<file path="config.mk">
export PLATFORM = sky130hd
export DESIGN_NAME = oam_dma_controller_flat
export DESIGN_NICKNAME = d
export VERILOG_FILES = /design/src/rtl/oam_dma_controller_if.sv /design/src/rtl/oam_dma_controller.sv /design/src/flat_wrapper.sv
export SDC_FILE = /design/constraint.sdc
export NUM_CORES = 1
export LEC_CHECK = 0
export BUFFER_PORTS_ARGS = -buffer_cell sky130_fd_sc_hd__buf_2
export CORE_MARGIN = 2
export CORE_UTILIZATION = 45
export CTS_BUF_LIST = sky130_fd_sc_hd__clkbuf_8
export DETAILED_ROUTE_END_ITERATION = 10
export PLACE_DENSITY = 0.77
export SLEW_MARGIN = 40
export SYNTH_ARGS = -nofsm -noshare
export SYNTH_HDL_FRONTEND = slang
export SYNTH_SLANG_ARGS = --single-unit
</file>
<file path="constraint.sdc">
create_clock -name clk -period 3.2 [get_ports clk]
set_input_delay 0.16 -clock clk [delete_from_list [all_inputs] [get_ports clk]]
set_output_delay 0.16 -clock clk [all_outputs]
set_load 0.01 [all_outputs]
</file>
<file path="src/rtl/oam_dma_controller_if.sv">
// CPU/DMA bus bundle for the OAM sprite DMA controller.
// With DMC_DMA_EN defined it also carries the DMC sample-fetch request/ack.
interface oam_dma_controller_if;
   logic [15:0] cpu_addr;
   logic        cpu_we;
   logic [7:0]  cpu_wdata;
   logic [7:0]  mem_rdata;
   logic        stall;
   logic        bus_sel;
   logic [15:0] dma_addr;
   logic        dma_rd;
   logic        dma_wr;
   logic [7:0]  dma_wdata;
   logic        busy;
`ifdef DMC_DMA_EN
   logic        dmc_req;
   logic [15:0] dmc_addr;
   logic [7:0]  dmc_data;
   logic        dmc_ack;

   modport master (input cpu_addr, cpu_we, cpu_wdata, mem_rdata, dmc_req, dmc_addr,
                   output stall, bus_sel, dma_addr, dma_rd, dma_wr, dma_wdata, busy,
                   dmc_data, dmc_ack);
   modport slave  (output cpu_addr, cpu_we, cpu_wdata, mem_rdata, dmc_req, dmc_addr,
                   input stall, bus_sel, dma_addr, dma_rd, dma_wr, dma_wdata, busy,
                   dmc_data, dmc_ack);
`else
   modport master (input cpu_addr, cpu_we, cpu_wdata, mem_rdata,
                   output stall, bus_sel, dma_addr, dma_rd, dma_wr, dma_wdata, busy);
   modport slave  (output cpu_addr, cpu_we, cpu_wdata, mem_rdata,
                   input stall, bus_sel, dma_addr, dma_rd, dma_wr, dma_wdata, busy);
`endif
endinterface

</file>
<file path="src/rtl/oam_dma_controller.sv">
// Sprite DMA engine: a CPU write to TRIGGER_ADDR stalls the CPU and copies page $XX00-$XXFF to OAM_PORT.
// Optional DMC_DMA_EN adds DMC sample fetches that steal read slots (requester drops dmc_req on dmc_ack).
module oam_dma_controller #(
   parameter logic [15:0] OAM_PORT     = 16'h2004,
   parameter logic [15:0] TRIGGER_ADDR = 16'h4014
) (
   input logic clk,
   input logic rst,
   oam_dma_controller_if.master bus
);
   typedef enum logic [2:0] {IDLE, HALT, ALIGN, READ, WRITE, DUMMY, DMC_READ} state_t;

   state_t      state, state_nx;
   logic        parity;
   logic [7:0]  page, idx, buf_q;
   logic        trig, oam_on, dmc_pend;
   logic        stall;
   logic [15:0] dma_addr;

   assign trig = (state == IDLE) && bus.cpu_we && (bus.cpu_addr == TRIGGER_ADDR);

`ifdef DMC_DMA_EN
   logic oam_act;
   assign oam_on   = oam_act;
   assign dmc_pend = bus.dmc_req;

   always_ff @(posedge clk or posedge rst) begin
      if (rst)                                  oam_act <= 1'b0;
      else if (trig)                            oam_act <= 1'b1;
      else if (state == WRITE && idx == 8'hFF)  oam_act <= 1'b0;
   end

   assign bus.dmc_ack  = (state == DMC_READ);
   assign bus.dmc_data = bus.mem_rdata;
`else
   assign oam_on   = 1'b1;
   assign dmc_pend = 1'b0;
`endif

   always_ff @(posedge clk or posedge rst) begin
      if (rst) begin
         state  <= IDLE;
         parity <= 1'b0;
         page   <= 8'h00;
         idx    <= 8'h00;
         buf_q  <= 8'h00;
      end else begin
         state  <= state_nx;
         parity <= ~parity;
         if (trig) begin
            page <= bus.cpu_wdata;
            idx  <= 8'h00;
         end
         if (state == READ)  buf_q <= bus.mem_rdata;
         if (state == WRITE) idx   <= idx + 8'd1;
      end
   end

   // Reads must land on parity-0 cycles; HALT/DUMMY insert ALIGN when the next cycle would be odd.
   always_comb begin
      state_nx = state;
      dma_addr = 16'h0000;
      unique case (state)
         IDLE:  if (trig || dmc_pend) state_nx = HALT;
         HALT: begin
            if (dmc_pend)    state_nx = DUMMY;
            else if (oam_on) state_nx = parity ? READ : ALIGN;
            else             state_nx = IDLE;
         end
         ALIGN: begin
            if (dmc_pend)    state_nx = DMC_READ;
            else if (oam_on) state_nx = READ;
            else             state_nx = IDLE;
         end
         READ: begin
            dma_addr = {page, idx};
            state_nx = WRITE;
         end
         WRITE: begin
            dma_addr = OAM_PORT;
            if (idx == 8'hFF)  state_nx = IDLE;
            else if (dmc_pend) state_nx = DMC_READ;
            else               state_nx = READ;
         end
`ifdef DMC_DMA_EN
         DUMMY:    state_nx = parity ? DMC_READ : ALIGN;
         DMC_READ: begin
            dma_addr = bus.dmc_addr;
            state_nx = oam_on ? ALIGN : IDLE;
         end
`endif
         default: state_nx = IDLE;
      endcase
   end

   assign stall         = (state != IDLE);
   assign bus.stall     = stall;
   assign bus.busy      = stall;
   assign bus.bus_sel   = stall;
   assign bus.dma_addr  = dma_addr;
   assign bus.dma_rd    = (state == READ) || (state == DMC_READ);
   assign bus.dma_wr    = (state == WRITE);
   assign bus.dma_wdata = buf_q;
endmodule

</file>
<file path="src/flat_wrapper.sv">
// flat-port wrapper written by rule: the top's interface ports become plain ports
module oam_dma_controller_flat 
#(
   parameter logic [15:0] OAM_PORT     = 16'h2004,
   parameter logic [15:0] TRIGGER_ADDR = 16'h4014
)
  (clk, rst, bus_cpu_addr, bus_cpu_we, bus_cpu_wdata, bus_mem_rdata, bus_stall, bus_bus_sel, bus_dma_addr, bus_dma_rd, bus_dma_wr, bus_dma_wdata, bus_busy);
  oam_dma_controller_if bus_i ();
  input logic clk;
  input logic rst;
  input wire logic [$bits(bus_i.cpu_addr)-1:0] bus_cpu_addr;
  input wire logic [$bits(bus_i.cpu_we)-1:0] bus_cpu_we;
  input wire logic [$bits(bus_i.cpu_wdata)-1:0] bus_cpu_wdata;
  input wire logic [$bits(bus_i.mem_rdata)-1:0] bus_mem_rdata;
  output wire logic [$bits(bus_i.stall)-1:0] bus_stall;
  output wire logic [$bits(bus_i.bus_sel)-1:0] bus_bus_sel;
  output wire logic [$bits(bus_i.dma_addr)-1:0] bus_dma_addr;
  output wire logic [$bits(bus_i.dma_rd)-1:0] bus_dma_rd;
  output wire logic [$bits(bus_i.dma_wr)-1:0] bus_dma_wr;
  output wire logic [$bits(bus_i.dma_wdata)-1:0] bus_dma_wdata;
  output wire logic [$bits(bus_i.busy)-1:0] bus_busy;
  assign bus_i.cpu_addr = bus_cpu_addr;
  assign bus_i.cpu_we = bus_cpu_we;
  assign bus_i.cpu_wdata = bus_cpu_wdata;
  assign bus_i.mem_rdata = bus_mem_rdata;
  assign bus_stall = bus_i.stall;
  assign bus_bus_sel = bus_i.bus_sel;
  assign bus_dma_addr = bus_i.dma_addr;
  assign bus_dma_rd = bus_i.dma_rd;
  assign bus_dma_wr = bus_i.dma_wr;
  assign bus_dma_wdata = bus_i.dma_wdata;
  assign bus_busy = bus_i.busy;
  oam_dma_controller #(.OAM_PORT(OAM_PORT), .TRIGGER_ADDR(TRIGGER_ADDR)) u_core (.clk(clk), .rst(rst), .bus(bus_i));
endmodule
</file>
Yosys cells after proc, flatten, opt, wreduce, memory -nomap -nowiden

Index checks and enable logic that the tools add are counted.

Bits of input ports: 35
Word-level logic and storage cells: 28
Output and inout port bits: 29
Register bits: 28

Add/subtract/negate cells: 1
Eq/ne operators: 8
Bitwise gates (word level): 1
Reductions and logical operators: 6
Mux-type cells: 7

Operator list:

| kind                 | count |
|---|---|
| $pmux 16 s2          | 1 |
| $eq 16x15->1 const B | 1 |
| $mux 8               | 2 |
| $pmux 3 s5           | 1 |
| $add 8x1->8 const B  | 1 |
| $eq 8x8->1 const B   | 1 |
| $eq 3x2->1 const B   | 2 |
| $eq 3x3->1 const B   | 2 |
| $eq 3x1->1 const B   | 1 |
| $logic_not 3->1      | 1 |
| $mux 3               | 1 |
| $reduce_bool 3->1    | 1 |
| $logic_and 1x1->1    | 2 |
| $mux 2               | 1 |
| $ne 2x1->1 const B   | 1 |
| $reduce_bool 2->1    | 1 |
| $logic_or 1x1->1     | 1 |
| $mux 1               | 1 |
| $not 1->1            | 1 |

Longest topological paths before layout

Word-level depth: 5
Gate-level depth with buffers: 7
Mapped depth without buffers: 5

Worst setup path before layout

OpenSTA, ideal clock, no wires.

Path type: register to register
From: register u_core.state[0]
To: register u_core.page[0]
Data arrival time: 1.655 ns
Setup slack: 1.420 ns
Required time: 3.075 ns
Path buffers: 2
Setup time: 0.125 ns
Cell stages (with the launch flop): 7
Cell sequence: dfrtp_1 -> buf_4 -> or3_4 -> nand4b_4 -> nor2_4 -> buf_12 -> mux2_4

Longest elaborated chain between the ends: 3

Ends and longest elaborated chain:

| what                           | line                     | RTL |
|---|---|---|
| from (decl)                    | oam_dma_controller.sv:13 | `state_t state, state_nx;` |
| from (signal assigned)         | oam_dma_controller.sv:48 | `state <= state_nx;` |
| $logic_not 3->1                | oam_dma_controller.sv:20 | `assign trig = (state == IDLE) && bus.cpu_we && (bus.cpu_addr == TRIGGER_ADDR);` |
| $logic_and 1x1->1 (2 in a row) | oam_dma_controller.sv:20 |  |
| to (signal assigned)           | oam_dma_controller.sv:51 | `page <= bus.cpu_wdata;` |
| to (decl)                      | oam_dma_controller.sv:15 | `logic [7:0] page, idx, buf_q;` |

Every way passes these cells.
A chain may end at the register's enable or synchronous reset.

Worst setup path in the final report

From: register u_core.state[0]
To: output port bus_dma_addr[3]

Longest elaborated chain between the ends: 2

Ends and longest elaborated chain:

| what                                            | line                     | RTL |
|---|---|---|
| $eq 3x3->1 / $eq 3x2->1 (equally long branches) | oam_dma_controller.sv:63 | `unique case (state)` |
| $pmux 16 s2 (*)                                 | oam_dma_controller.sv:63 |  |
| to (decl)                                       | flat_wrapper.sv:17       | `output wire logic [$bits(bus_i.dma_addr)-1:0] bus_dma_addr;` |

Mark *: on every way between the ends. The rest lies on a longest branch, timed or not.

==> flow_summary.json <==
{
  "outcome": "completed",
  "grt_pass1_vias": 1181,
  "timing.slew.headroom_pct": 62.1,
  "synth_edf_count": 0,
  "placement_rows": 20,
  "power_per_cell_area_nw_per_um2": 768,
  "final_max_slew_viol_count": 0,
  "numCtsBuffers": 3,
  "wl_per_cell_um": 12.8,
  "dieArea_um2": 3660,
  "drc": 0,
  "finalWirelength_mm": 2.97,
  "finalCritPeriodShare_pct": 62.8,
  "arrival_ps": 1850,
  "post_drt_via_cell_ratio": 4.93,
  "gr-total-overflow": 0,
  "max_freq_mhz": 498,
  "required_ps": 3040,
  "ios": 64,
  "cts_buffer_depth": 2,
  "cp_cell_sequence": "nand2_1, nor2_1, buf_4, and2_1, buf_2",
  "cts_tree": "built",
  "holdWs_ps": 104,
  "vias": 1143,
  "dpl_worst_slack_ps": 1250,
  "timing.final.crit_period_ps": 2010,
  "synth_nets": 163,
  "ctsHoldBuffers": 1,
  "min_path_type": "input port to flop",
  "dpl.cell_count": 227,
  "final_cell_mix": "buf_2, dfrtp_1, and2_1",
  "finalSetupViolations": 0,
  "grt_pass1_wl_mm": 4.88,
  "fin_tns_setup_ps": 0,
  "hold_violations": 0,
  "antenna_found_initial": 0,
  "insertion_delay_ps": 280,
  "critPathCaptureType": "primary output",
  "htree_levels": 1,
  "ant_nets": 0,
  "instances_no_fill": 232,
  "crit_family": "simple AND/OR/NAND/NOR gates",
  "port_buffers": 63,
  "cts_setup_buffers": 0,
  "synth_area_per_cell_um2": 11.3,
  "ys_seq_area_share_pct": 48.7,
  "power.static_leakage_nw": 0.967,
  "first_pass_iters": 3,
  "p_total_mw": 1.41,
  "synth.distinct_cells": 35,
  "ys.flop_type": "dfrtp_1",
  "final_util_pct": 60.2,
  "ys_ff_latch": 28,
  "synth_async_sr_flop_share_pct": 100,
  "criticalPathCategory": "flop to primary output",
  "finClkSkew_ps": 3.45,
  "max_stage_delay_ps": 470,
  "grt_max_degree": 29,
  "final_common_cell": "buf_2",
  "core_um2": 3050,
  "maxCapViolations": 0,
  "place_area_um2": 1760,
  "cts_root_buf": "clkbuf_8",
  "crit_buf_inv": 2,
  "design_area_um2": 1840,
  "fin_ws_ps": 1190,
  "critPathLaunchType": "flop",
  "place.gp.congestion": 0.772,
  "yosys_warnings": 0,
  "layout-drive-gt1-share_pct": 47.9,
  "start_util_pct": 47.1,
  "synth_area_um2": 1440,
  "vdd_ir_drop_max_mv": 0.350,
  "grt_util_all_layers_pct": 18.0,
  "synth_cells": 127,
  "final_nets": 225,
  "rsz0062_at_grt": "no",
  "clk_pin_slew_worst_paths_ps": 100,
  "worst_pin_slew_ps": 568,
  "syn2layout_area_growth_pct": 27.9,
  "drt_iter0_drc": 37,
  "clock-sinks": 28,
  "die_height_um": 60.5,
  "critical-path-slowest-cell": "dfrtp_1",
  "dp_hpwl_mm": 2.27,
  "diodes": 0,
  "die_w_um": 60.5,
  "cts_resized": 0,
  "path_max_fanout": 17
}
## worst register-to-register path, cell delays in order (launching register included)
cell and delay (ps):
dfrtp_1 450, or3_4 420, nand4b_4 210, nor2_4 370
mux2_2 380
## logic make-up after synthesis
group / synth area share [%]
buffers and inverters: 4.87
AOI/OAI and AO/OA: 5.57
DFF: 48.7
xor gates and xnor gates: 3.05
and+or+nand+nor: 22.3
muxes: 14.6
adders and majority gates: 0.870
## worst paths after layout
check	from	end	slack (ps)	depth (start not counted)
worst max-delay path	u_core.state[0]	bus_dma_addr[3]	1190	5
worst min-delay path	bus_cpu_wdata[0]	u_core.page[0]	100	2
worst max register to register	u_core.state[2]	u_core.page[4]	1260	4
worst min register to register	u_core.parity	u_core.parity	450	1
max in group asynchronous	rst	u_core.idx[5]	2350	3
min in group asynchronous	rst	u_core.bus.dma_wdata[0]	470	3
## routing by layer
metal	routed length (um)	track usage [%]
met5	0	0
met4	42	7.14
met3	192	2.77
met2	1550	33.9
met1	1190	20.4
## layout make-up
class                      count  area [um2]
sequential                    28         701
fill                         275        1210
tap                           44        55.1
clock inverter                 1        30.0
timing repair buffer          65         333
inverter                       3        11.3
clock buffer                   3        41.3
multi-input combinational     88         667
## synthesized netlist by cell type (all sizes together), types with 2 or more instances
master | number | area (um2)
and2 | 15 | 93.8
and3 | 2 | 12.5
buf | 5 | 47.5
clkbuf | 3 | 11.3
dfrtp | 28 | 701
inv | 3 | 11.3
mux2 | 17 | 210
nand2 | 13 | 48.8
nand4 | 2 | 12.5
nor2 | 7 | 33.8
nor2b | 2 | 12.5
nor3b | 2 | 15.0
o211ai | 2 | 15.0
o21ai | 6 | 30.0
or3 | 2 | 17.5
xor2 | 4 | 35.0
## registers in the layout, summed over array words and instances, names as in the netlist
register              flops
u_core.page               8
u_core.state              3
u_core.idx                8
u_core.parity             1
u_core.bus.dma_wdata      8
## report_power, final
group	switching, mW	internal (mW)
registers	0.117	0.474
clock network	0.113	0.168
logic	0.263	0.276
No activity file was read; power rests on OpenSTA's default activity.
